==> src/rtl/fetch_unit.sv <==
// Instruction fetch unit: program counter, opcode/operand registers and ROM address mux.
// Define FETCH_CHECK_EN to build the fetch-phase tracker and the sticky o_fetch_err flag.
module fetch_unit (
  input  logic       i_clk,
  input  logic       i_rst,
  input  logic       i_pc_en,
  input  logic       i_rom_cen,
  input  logic       i_rom_ren,
  input  logic [1:0] i_fetch_mode,
  input  logic       i_addr_sel,
  input  logic [7:0] i_rom_data,
  output logic [7:0] o_rom_addr,
  output logic [2:0] o_ins,
  output logic [4:0] o_reg_addr,
  output logic [7:0] o_mem_addr,
  output logic [7:0] o_pc,
  output logic       o_fetch_err
);

  localparam logic [1:0] MODE_OP   = 2'b01;
  localparam logic [1:0] MODE_OPND = 2'b10;

  logic [7:0] pc_reg;
  logic [7:0] ir1_reg;
  logic [7:0] ir2_reg;

  logic rom_access;
  logic op_strobe;
  logic opnd_strobe;

  assign rom_access  = i_rom_cen & i_rom_ren;
  assign op_strobe   = rom_access & ~i_addr_sel & (i_fetch_mode == MODE_OP);
  assign opnd_strobe = rom_access & ~i_addr_sel & (i_fetch_mode == MODE_OPND);

  always_ff @(posedge i_clk or negedge i_rst) begin
    if (!i_rst) begin
      pc_reg  <= 8'h00;
      ir1_reg <= 8'h00;
      ir2_reg <= 8'h00;
    end else begin
      // 8-bit add wraps 8'hFF to 8'h00 naturally
      if (i_pc_en)     pc_reg  <= pc_reg + 8'h01;
      if (op_strobe)   ir1_reg <= i_rom_data;
      if (opnd_strobe) ir2_reg <= i_rom_data;
    end
  end

  assign o_rom_addr = i_addr_sel ? ir2_reg : pc_reg;
  assign o_ins      = ir1_reg[7:5];
  assign o_reg_addr = ir1_reg[4:0];
  assign o_mem_addr = ir2_reg;
  assign o_pc       = pc_reg;

`ifdef FETCH_CHECK_EN
  localparam logic [0:0] P_OP   = 1'b0;
  localparam logic [0:0] P_OPND = 1'b1;

  logic [0:0] phase_reg;
  logic [0:0] phase_next;
  logic       err_reg;
  logic       err_next;
  logic       needs_operand;
  logic       operand_via_ir2;

  // LDO, LDA and STO are the two-byte instructions
  assign needs_operand = (i_rom_data[7:5] == 3'b001) |
                         (i_rom_data[7:5] == 3'b010) |
                         (i_rom_data[7:5] == 3'b011);

  // A fetch attempted while the address mux points at IR2 is a sequencing error
  assign operand_via_ir2 = rom_access & i_addr_sel &
                           ((i_fetch_mode == MODE_OP) | (i_fetch_mode == MODE_OPND));

  always_comb begin
    phase_next = phase_reg;
    if (op_strobe)
      phase_next = needs_operand ? P_OPND : P_OP;
    else if (opnd_strobe)
      phase_next = P_OP;
  end

  always_comb begin
    err_next = err_reg;
    if ((op_strobe & (phase_reg == P_OPND)) |
        (opnd_strobe & (phase_reg == P_OP)) |
        operand_via_ir2)
      err_next = 1'b1;
  end

  always_ff @(posedge i_clk or negedge i_rst) begin
    if (!i_rst) begin
      phase_reg <= P_OP;
      err_reg   <= 1'b0;
    end else begin
      phase_reg <= phase_next;
      err_reg   <= err_next;
    end
  end

  assign o_fetch_err = err_reg;
`else
  assign o_fetch_err = 1'b0;
`endif

endmodule

==> config.mk <==
export PLATFORM = sky130hd
export DESIGN_NAME = fetch_unit
export DESIGN_NICKNAME = d
export VERILOG_FILES = /design/src/rtl/fetch_unit.sv
export SDC_FILE = /design/constraint.sdc
export NUM_CORES = 1
export LEC_CHECK = 0
export CAP_MARGIN = 15
export CORE_MARGIN = 3
export CORE_UTILIZATION = 40
export DETAILED_ROUTE_END_ITERATION = 6
export GPL_ROUTABILITY_DRIVEN = 0
export HOLD_SLACK_MARGIN = 0.05
export PLACE_DENSITY = 0.88
export SYNTH_ARGS = -nofsm -noshare
export SYNTH_HDL_FRONTEND = slang
export SYNTH_SLANG_ARGS = --single-unit
==> constraint.sdc <==
create_clock -name i_clk -period 1.3 [get_ports i_clk]
set_input_delay 0.26 -clock i_clk [delete_from_list [all_inputs] [get_ports i_clk]]
set_output_delay 0.26 -clock i_clk [all_outputs]
set_load 0.01 [all_outputs]
==> reports/qor.csv <==
metric,value,unit
yosys-top-cells-area,"dfrtp_1 (56%), mux2_2 (26%), nor3b_4 (3.5%)",
worst_slack,-70.70,ps
powerDensity,1672,mW/mm^2
crit_arrival,1110,ps
num_vias,865,
post-route-period-util,1.054,
crit_slowest_cell,dfrtp_1,
ys_warn_count,0,
peakVddDrop,1058,uV
drive_above_1_share,0.5646,
drcViolationCount,0,
required,1040,ps
path_cells,mux2_4 -> buf_6,
gr-total-overflow,0,
synth_flop_cell,dfrtp_1,
drv_cap,0,
cts_tree,built,
ant_nets,0,
fmax,0.7296,GHz
synth_edf_count,0,
die_area,0.003359,sq mm
clk_pin_slew,120,ps
synth.cell_area,0.001080,sq mm
clock_path_buffers,2,
path_buf_inv,1,
postLayoutCoreUtil,0.7173,
ys_seq_area_frac,0.5562,
clock_skew,2.229,ps
grt_max_degree,25,
finalSetupViolCount,10,
drt-pass1-iter-count,4,
drt_wl_total,2879,um
status,finished with violations,
clk_latency,300,ps
synth-seq-cells,24,
die_x,57.96,um
ys_top_cells_by_count,"mux2_2 (25), dfrtp_1 (24), nand4_1 (4), xor2_1 (4)",
drv_slew,0,
antenna_found_initial,0,
min_path_type,in -> async,
synth.most_common_cell,mux2_2,
yosysUniqueCellTypes,13,
path_max_fanout,2,
finalHoldViolCount,0,
crit_path_end_kind,output pin,
power_leakage,0.9118,nW
holdBufCountCts,0,
synth_area_per_cell,15.00,sq um
cts_root_buf,clkbuf_4,
antenna-diode-count,0,
r2r_slack,40,ps
dp_hpwl,2235,um
io_pins,49,
cts_made_buffers,3,
synth_top_area_frac,0.5562,
min_period,1371,ps
drt_iter0_drc,7,
path_delay_family,flip-flops,
async_flop_share,1.000,
crit_type,reg -> out,
violations,setup timing,
cpPeakStageDelay,410,ps
grtUsageTotal,0.1838,
grt_pass1_wl,4547,um
yosysTopAreaCell,dfrtp_1,
htreeDepth,1,
start_kind,flop,
syn-num-nets,89,
synthToLayoutAreaGrowth,67.56,%
die_h,57.96,um
initial_core_util,0.4281,
clkSinkCount,24,
final_net_count,166,
viasPerCell,4.887,
syn_inst,72,
wire_per_inst,16.27,um
whs,301.1,ps
grt_pass1_vias,931,
port_buffers,47,
coreArea,0.002522,sq mm
rows,18,
p_total,3.025,mW
n_fill_cell,186,
rsz0062_at_grt,true,
area by class of cell:
| cell class | instances | area, sq um | share of cell area |
|---|---|---|---|
| multi-input combinational | 46 | 505.5 | 0.2794 |
| sequential | 24 | 600.6 | 0.3319 |
| clock buffer | 3 | 22.52 | 0.01245 |
| tap | 30 | 37.54 | 0.02075 |
| timing repair buffer | 74 | 643.1 | 0.3555 |
repair_timing:
item	CTS	global route
endpoints found under the setup margin	48	17
buffers inserted	2	4
resized for setup	132	10
pin swaps	1	0
endpoints found under the hold margin	0	0
power breakdown:
part,switching (mW),internal [mW],total [mW],leakage [nW]
registers,0.126,0.967,1.09,0.296
clock network,0.200,0.108,0.308,0.0138
logic,0.659,0.964,1.62,0.602
metal layers:
layer | GRT usage | vias up | wire [um]
li1 | - | 406 | -
met1 | 0.2107 | 412 | 1090
met2 | 0.3371 | 41 | 1553
met3 | 0.02004 | 6 | 180
met4 | 0.08940 | 0 | 54
met5 | 0 | - | 0
kinds of logic (layout without fill, tap and decap cells):
family | Yosys count | count (layout) | synth area share
adder cells (fa/ha/maj) | 1 | 1 | 0.01159
flip-flops | 24 | 24 | 0.5562
other | 1 | 1 | 0.003473
buffers and inverters | 2 | 77 | 0.01738
multiplexers | 25 | 25 | 0.2607
AND/OR/NAND/NOR | 12 | 12 | 0.09386
XOR/XNOR | 7 | 7 | 0.05678
worst paths after layout:
check                      startpoint             to  cells past startpoint
max                           o_pc[3]  o_rom_addr[3]                      2
min                             i_rst     ir1_reg[4]                      2
max reg2reg                   o_pc[3]        o_pc[6]                      6
min reg2reg                ir1_reg[5]     ir1_reg[5]                      1
max in group asynchronous       i_rst        o_pc[1]                      2
min in group i_clk         ir1_reg[5]     ir1_reg[5]                      1
per-stage QoR:
stage                     setup TNS [ps]  setup slack (ps)  instances  area, sq um
final                             -532.7            -70.70        177         1809
after global routing               -1037            -118.7        177         1809
after CTS                         -592.3            -104.1        173         1744
after detailed placement          -14620            -666.1        169         1759
after global placement            -13980            -661.2        169         1759
after floorplan                    -1224            -76.49         72         1080
layout by cell type, fill, tap and decap left out:
| master | n |
|---|---|
| buf_12 | 2 |
| buf_2 | 15 |
| buf_4 | 20 |
| buf_6 | 15 |
| clkbuf_4 | 3 |
| clkdlybuf4s15_1 | 3 |
| clkdlybuf4s50_1 | 10 |
| conb_1 | 1 |
| dfrtp_1 | 24 |
| dlygate4sd2_1 | 9 |
| ha_1 | 1 |
| mux2_2 | 13 |
| mux2_4 | 12 |
| nand2_1 | 2 |
| nand3b_4 | 1 |
| nand4_1 | 4 |
| nor2_1 | 3 |
| nor3b_4 | 2 |
| xnor2_1 | 3 |
| xor2_1 | 4 |
worst reg2reg max path, delay by kind of cell (launching register included):
| kind | cells | cell delay, ps |
|---|---|---|
| xor+xnor | 1 | 190 |
| buf+inv | 3 | 320 |
| flops | 1 | 390 |
| simple gates | 2 | 290 |
Power figures use the tool's default switching activity.
